===== config.mk =====
export PLATFORM = sky130hd
export DESIGN_NAME = instruction_fetch
export DESIGN_NICKNAME = d
export VERILOG_FILES = /design/src/rtl/instruction_fetch.sv
export SDC_FILE = /design/constraint.sdc
export NUM_CORES = 1
export LEC_CHECK = 0
export CORE_UTILIZATION = 44
export CTS_CLUSTER_SIZE = 40
export DETAILED_ROUTE_END_ITERATION = 10
export PLACE_DENSITY = 0.77
export SYNTH_ARGS = -nofsm -noshare
export SYNTH_HDL_FRONTEND = slang
export SYNTH_SLANG_ARGS = --single-unit

===== constraint.sdc =====
create_clock -name clk -period 2.6 [get_ports clk]
set_input_delay 0.52 -clock clk [delete_from_list [all_inputs] [get_ports clk]]
set_output_delay 0.52 -clock clk [all_outputs]
set_load 0.01 [all_outputs]

===== src/rtl/instruction_fetch.sv =====
// ---------------------------------------------------------------------------
// instruction_fetch
//
// Fetch stage of the single-issue RISC-V core. Holds the program counter,
// issues one word request at a time to instruction memory, and presents each
// returned instruction with its PC to decode. A redirect from execute flushes
// the stage, including a response that is still in flight.
//
// Ports
//   clk, rst_n        clock, asynchronous active-low reset
//   imem_req_valid    request to instruction memory (decoded from state only)
//   imem_req_ready    memory accepts the request this cycle
//   imem_addr         word address of the request, bits [1:0] always zero
//   imem_rsp_valid    response data valid (in order, latency >= 1)
//   imem_rsp_data     instruction word
//   redirect_valid    execute requests a PC change
//   redirect_pc       new PC (bits [1:0] ignored)
//   out_valid         instruction available to decode
//   out_ready         decode accepts
//   out_instruction   fetched instruction (NOP after reset or flush)
//   out_pc            address of out_instruction
// ---------------------------------------------------------------------------
module instruction_fetch #(
   parameter logic [31:0] RESET_PC  = 32'h0000_0000,
   parameter logic [31:0] NOP_INSTR = 32'h0000_0013
) (
   input  logic        clk,
   input  logic        rst_n,
   output logic        imem_req_valid,
   input  logic        imem_req_ready,
   output logic [31:0] imem_addr,
   input  logic        imem_rsp_valid,
   input  logic [31:0] imem_rsp_data,
   input  logic        redirect_valid,
   input  logic [31:0] redirect_pc,
   output logic        out_valid,
   input  logic        out_ready,
   output logic [31:0] out_instruction,
   output logic [31:0] out_pc
);

   localparam logic [2:0] S_IDLE  = 3'd0;
   localparam logic [2:0] S_REQ   = 3'd1;
   localparam logic [2:0] S_WAIT  = 3'd2;
   localparam logic [2:0] S_DRAIN = 3'd3;
   localparam logic [2:0] S_HOLD  = 3'd4;

   logic [2:0]  state_q, state_d;
   logic [31:0] pc_q, pc_d;
   logic [31:0] instr_q, instr_d;
   logic [31:0] out_pc_q, out_pc_d;
   logic        hold_q, hold_d;

   logic        req_fire;

   // Request side is a pure decode of registered state.
   assign imem_req_valid  = (state_q == S_REQ);
   assign imem_addr       = pc_q;
   assign req_fire        = imem_req_valid & imem_req_ready;

   // A held instruction is never handed over in a redirect cycle.
   assign out_valid       = hold_q & ~redirect_valid;
   assign out_instruction = instr_q;
   assign out_pc          = out_pc_q;

   always_comb begin
      state_d  = state_q;
      pc_d     = pc_q;
      instr_d  = instr_q;
      out_pc_d = out_pc_q;
      hold_d   = hold_q;

      if (redirect_valid && state_q != S_IDLE) begin
         pc_d    = {redirect_pc[31:2], 2'b00};
         hold_d  = 1'b0;
         instr_d = NOP_INSTR;
         case (state_q)
            // Old address already accepted: its response must be dropped.
            S_REQ:   state_d = req_fire ? S_DRAIN : S_REQ;
            // Outstanding response either arrives now (dropped) or later.
            S_WAIT,
            S_DRAIN: state_d = imem_rsp_valid ? S_REQ : S_DRAIN;
            default: state_d = S_REQ;
         endcase
      end else begin
         case (state_q)
            S_IDLE: state_d = S_REQ;
            S_REQ: begin
               if (req_fire) state_d = S_WAIT;
            end
            S_WAIT: begin
               if (imem_rsp_valid) begin
                  instr_d  = imem_rsp_data;
                  out_pc_d = pc_q;
                  pc_d     = pc_q + 32'd4;
                  hold_d   = 1'b1;
                  state_d  = S_HOLD;
               end
            end
            S_DRAIN: begin
               if (imem_rsp_valid) state_d = S_REQ;
            end
            S_HOLD: begin
               if (out_ready) begin
                  hold_d  = 1'b0;
                  state_d = S_REQ;
               end
            end
            default: state_d = S_IDLE;
         endcase
      end
   end

   always_ff @(posedge clk or negedge rst_n) begin
      if (!rst_n) begin
         state_q  <= S_IDLE;
         pc_q     <= RESET_PC;
         instr_q  <= NOP_INSTR;
         out_pc_q <= 32'h0000_0000;
         hold_q   <= 1'b0;
      end else begin
         state_q  <= state_d;
         pc_q     <= pc_d;
         instr_q  <= instr_d;
         out_pc_q <= out_pc_d;
         hold_q   <= hold_d;
      end
   end

endmodule


==> results.yml, run 1 <==
clock_tree:
  cts_htree_levels: 3
  cts.clk_slew.worst_paths_ns: 0.10
  post_cts_resized: 0
  cts_setup_buffers: 0
  holdBufCountCts: 0
  clock_sinks: 96
  numCtsBuffers: 9
  cts-root-buf: "clkbuf_8"
  clock_path_buffers: 2
  cts_tree: "built"
  clkLatencyLatePin_ns: 0.36
layout:
  final_cells: 738
  drive_gt1_share_pct: 7.553
  final_cell_mix: "clkdlybuf4s50_1 (160), nand2_1 (118), dfrtp_1 (93), a22o_1 (29)"
  layout.nets: 676
  antenna_cells: 0
  areaGrowthSynthToFinish_pct: 48.67
  mostFrequentLayoutCell: "clkdlybuf4s50_1"
  final_core_util_pct: 68.38
pwr:
  pwr-share-seq_pct: 42.8
  clkPwrFrac_pct: 22.6
  p_sw_share_pct: 32.20
  p_per_area_mw_per_mm2: 816.2
  p_switching_mw: 1.676
  combPwrFrac_pct: 34.7
  ir_drop_v: 0.0003203
  p_int_mw: 3.530
  p_leak_nw: 2.715
sta:
  skew_ns: 0.01238
  setup_tns_ns: 0
  fin_crit_sh_pct: 92.71
  worst_pin_slew_ns: 0.5622
  slew_headroom_pct: 62.52
  hold_viol: 0
  worst_slack_ns: 0.1895
  rsz0062_at_grt: "no"
  setup_viol: 0
  timing.final.max_slew_violations: 0
  min_period_ns: 2.411
  fmax_mhz: 414.9
floorplanning:
  ioPinCount: 168
  start_util_pct: 46.00
  core.rowCount: 35
  die_area_sq_mm: 0.01015
  core-area_sq_mm: 0.009328
  die_w_um: 100.7
  die_y_um: 100.7
setup_path:
  rr_endpoint: "imem_addr[31]"
  crit_start: "imem_addr[4]"
  crit_type: "register to register"
  reg2regPathDepth: 5
  worst-r2r-setup-slack_ns: 0.19
  cp-end-kind: "register"
  reg2reg_from: "imem_addr[4]"
  critPathMaxFanout: 8
  crit_required_ns: 2.90
  startpoint_type: "register"
  critPathArrivalTime_ns: 2.71
drt:
  drtIter0Drc: 144
  ant_nets: 0
  drc_errors: 0
  avgViaCountPerCell: 5.398
  drt-total-wl_um: 12000
  drt_pass1_iterations: 4
  wire_per_inst_um: 16.26
  vias: 3984
synth:
  synth_cell_types: 49
  ys_ff_latch: 96
  synth-seq-area-share_pct: 56.08
  async_reset_ff_share_pct: 100.0
  synth_area_per_cell_sq_um: 9.707
  synth-edff-count: 0
  syn-instance-count: 442
  synth-main-ff-cell: "dfrtp_1"
  yosysWarnings: 0
  mappedNetlistArea_sq_mm: 0.004290
grt:
  grt_use_total_pct: 24.94
  antenna_found_initial: 0
  grt_pass1_wl_um: 19470
  grt_max_degree: 53
  grt-ovfl-total: 0
  grt_pass1_vias: 3986
placed_design:
  dp_hpwl_um: 8666
  placed_cells_incl_taps: 723
  numPortBuffers: 161
  gp_congestion: 0.8438
  pre_cts_ws_ns: 0.03013
job:
  maxCapViolCount: 0
min_path:
  min_path_type: "input pin to asynchronous set/reset pin"
run_status:
  status: "finished clean"
## cells in the mapped netlist (3+ instances only)
library cell	n	share of area, %
nor3b_1	5	0.87
buf_1	5	0.44
o211ai_1	7	1.2
nor2_1	23	2.0
a21oi_1	10	1.2
xor2_1	3	0.61
or3_1	3	0.44
or4_1	5	0.87
o22a_1	3	0.61
dfstp_2	3	1.8
nand2_1	118	10
clkbuf_1	21	1.8
a22oi_1	6	1.0
nor3_1	10	1.2
xnor2_1	11	2.2
nor4_1	4	0.58
dfrtp_1	93	54
buf_4	4	0.70
a221o_1	4	0.93
a22o_1	29	5.9
o21ai_0	21	2.4
nand3_1	17	2.0
inv_1	5	0.44
## metrics by stage
stage          power (mW)  hold WS, ns  area [sq um]
2_1_floorplan       2.921       0.2244          4302
3_3_place_gp        4.000       0.4576          6136
3_5_place_dp        4.067       0.4629          6136
4_1_cts             5.241       0.1570          6379
5_1_grt             5.511       0.1762          6379
6_report            5.206       0.1392          6379
## layout make-up
cell class              instances  area [sq um]
repair buffers                180          1777
well taps                     129         161.4
inverters                       5         18.77
multi-input cells             313          1773
flip-flops and latches         96          2406
clock buffers                  10         137.6
clock inverters                 5         105.1
fillers                       729          2949
## registers in the layout (all words and copies together), names as in the netlist
name,count
out_instruction,32
imem_addr,30
out_pc,30
state_q,3
hold_q,1
## layer usage
| metal | share of wire (%) | global-route usage (%) | vias to the layer above |
|---|---|---|---|
| li1 | - | - | 1873 |
| met1 | 43 | 32.24 | 1912 |
| met2 | 47 | 40.04 | 183 |
| met3 | 9.3 | 8.391 | 16 |
| met4 | 1.6 | 7.246 | 0 |
| met5 | 0 | 0 | - |
## worst max-delay path, cell delays in order (launching register included)
cell and delay, ns:
dfrtp_1 0.50, nand3_2 0.19, or4_4 0.61, or3_1 0.47
or4_1 0.49, nand3_1 0.09
## kinds of logic (layout without fill, tap and decap cells)
group | after synthesis | after routing | synth area share [%]
compound gates | 94 | 94 | 16.01
xor+xnor | 14 | 14 | 2.858
fa+ha+maj | 1 | 1 | 0.2916
buf+inv | 36 | 200 | 3.529
flops | 96 | 96 | 56.08
mux | 2 | 2 | 0.4958
other cells | 1 | 4 | 0.08741
simple gates | 198 | 198 | 20.65
## power by group through the flow
stage / combinational (mW) / clock [mW] / sequential, mW
after detailed placement: 1.81 / 0 / 2.25
final: 1.81 / 1.17 / 2.23
after global placement: 1.77 / 0 / 2.23
after CTS: 1.82 / 1.19 / 2.23
after floorplan: 0.576 / 0 / 2.34
after global routing: 1.97 / 1.26 / 2.28
## worst max-delay path by stage
stage / cells after the start / slack [ns] / end
after global placement: 6 / 0.04 / imem_addr[17]
after global routing: 5 / 0.12 / imem_addr[31]
after detailed placement: 6 / 0.03 / imem_addr[17]
final: 5 / 0.19 / imem_addr[31]
after floorplan: 6 / 0.35 / imem_addr[31]
after CTS: 5 / 0.22 / imem_addr[31]
Note: power is estimated with default switching activity, not from simulation.
==> inputs of run 2 (changes only) <==
HOLD_SLACK_MARGIN = 0.15   (was default)
REMOVE_ABC_BUFFERS = 1   (was default)
==> run 2 against run 1 <==
- critical path depth unchanged
- clock skew increased by 0.0011 ns
- setup slack got worse by 0.061 ns
- critical path type unchanged
- largest cell class unchanged
- largest power group unchanged
==> results.yml, run 2 (synthesis gave the netlist of run 1 again) <==
setup_path:
  crit_start: "imem_addr[5]"
  crit_path_cell_trace: "nand3_2 -> or4_4 -> or3_1 -> or4_1 -> nand3_1"
  worst_path_max_delay_cell: "or4_4"
  crit_type: "register to register"
  max_stage_delay_ns: 0.65
  worst-r2r-setup-slack_ns: 0.13
  reg2reg_from: "imem_addr[5]"
  crit_required_ns: 2.88
  rr_endpoint: "imem_addr[31]"
  startpoint_type: "register"
  cp-end-kind: "register"
  crit_family: "simple AND/OR/NAND/NOR gates"
  critPathMaxFanout: 12
  cp.depth: 5
  critPathArrivalTime_ns: 2.75
  reg2regPathDepth: 5
  path_buf_inv: 0
  crit_end: "imem_addr[31]"
layout:
  drive_gt1_share_pct: 8.590
  antenna_cells: 0
  final_cell_mix: "clkdlybuf4s50_1 (160), nand2_1 (118), dfrtp_1 (93), a22o_1 (29), buf_4 (25)"
  final_core_util_pct: 68.44
  areaGrowthSynthToFinish_pct: 48.79
  layout.nets: 683
  largest_reg_flops: 32
  mostFrequentLayoutCell: "clkdlybuf4s50_1"
  fill_cells: 739
pwr:
  pwr-share-seq_pct: 44.2
  p_switching_mw: 1.705
  p_int_mw: 3.333
  ir_drop_v: 0.0002817
  p_sw_share_pct: 33.85
  p_leak_nw: 2.724
  p_per_area_mw_per_mm2: 789.3
  combPwrFrac_pct: 36.3
  clkPwrFrac_pct: 19.5
drt:
  drt-total-wl_um: 12220
  avgViaCountPerCell: 5.282
  drc_errors: 0
  wire_per_inst_um: 16.38
  vias: 3940
  drt_pass1_iterations: 5
  ant_nets: 0
  drtIter0Drc: 208
sta:
  worst_pin_slew_ns: 0.6228
  rsz0062_at_grt: "no"
  worst_slack_ns: 0.1285
  setup_tns_ns: 0
  hold_viol: 0
  timing.final.max_slew_violations: 0
  min_period_ns: 2.472
  fin_crit_sh_pct: 95.06
  setup_viol: 0
  skew_ns: 0.01344
  slew_headroom_pct: 58.48
  hold-worst-slack_ns: 0.1753
  fmax_mhz: 404.6
clock_tree:
  cts.clk_slew.worst_paths_ns: 0.10
  cts_tree: "built"
  cts-root-buf: "clkbuf_8"
  post_cts_resized: 0
  clock_path_buffers: 2
  cts_setup_buffers: 0
  clkLatencyLatePin_ns: 0.35
  holdBufCountCts: 0
  clock_sinks: 96
  numCtsBuffers: 9
  cts_htree_levels: 3
placed_design:
  pre_cts_ws_ns: 0.06190
  gp_congestion: 0.8080
  numPortBuffers: 161
  dp_hpwl_um: 8744
grt:
  grt_pass1_wl_um: 19190
  grt_max_degree: 47
  grt_use_total_pct: 24.46
  grt_pass1_vias: 3862
  antenna_found_initial: 0
  grt-ovfl-total: 0
floorplanning:
  core-area_sq_mm: 0.009328
  start_util_pct: 46.00
  die_w_um: 100.7
  die_area_sq_mm: 0.01015
  core.rowCount: 35
  die_y_um: 100.7
  ioPinCount: 168
min_path:
  min_path_type: "input pin to asynchronous set/reset pin"
job:
  maxCapViolCount: 0
run_status:
  status: "finished clean"
run 2: changes by cell type in the layout (fill, tap and decap cells not counted):
cell,delta
clkinv_2,+1
clkbuf_1,+1
clkbuf_8,-1
buf_4,+7
inv_6,+2
bufinv_16,-2
run 2: worst min path at each step:
stage	start	endpoint	slack, ns	depth (start not counted)
2_1_floorplan	rst_n	hold_q	0.22	0
3_3_place_gp	out_pc[21]	out_pc[21]	0.46	2
3_5_place_dp	out_pc[12]	out_pc[12]	0.46	2
4_1_cts	rst_n	out_instruction[5]	0.18	1
5_1_grt	rst_n	out_pc[24]	0.21	1
6_report	rst_n	out_instruction[5]	0.18	1
run 2: layout make-up:
class                      count  area [sq um]  share of cell area, %
sequential                    96          2406                  37.69
clock buffer                  10         127.6                  1.999
timing repair buffer         187          1829                  28.66
inverter                       5         18.77                 0.2940
multi-input combinational    313          1773                  27.77
tap                          129         161.4                  2.528
clock inverter                 6         67.56                  1.058
run 2: stage by stage:
step / cell area (sq um) / instances / power (mW)
final: 6384 / 746 / 5.038
after global placement: 6188 / 730 / 4.034
after detailed placement: 6188 / 730 / 4.086
after global routing: 6384 / 746 / 5.329
after floorplan: 4169 / 414 / 2.896
after CTS: 6384 / 746 / 5.077
run 2: power by group through the flow:
stage / logic [mW] / registers [mW] / clock network [mW]
after global routing: 1.98 / 2.28 / 1.07
after floorplan: 0.538 / 2.36 / 0
final: 1.83 / 2.23 / 0.985
after detailed placement: 1.84 / 2.25 / 0
after CTS: 1.85 / 2.22 / 1.01
after global placement: 1.80 / 2.23 / 0
run 2: metal layers:
layer  up-vias  wire, um  global-route usage, %
met3         8      1064                  7.143
met4         0        82                  7.023
li1       1879         -                      -
met1      1896      5179                  31.26
met2       157      5889                  40.52
met5         -         0                      0
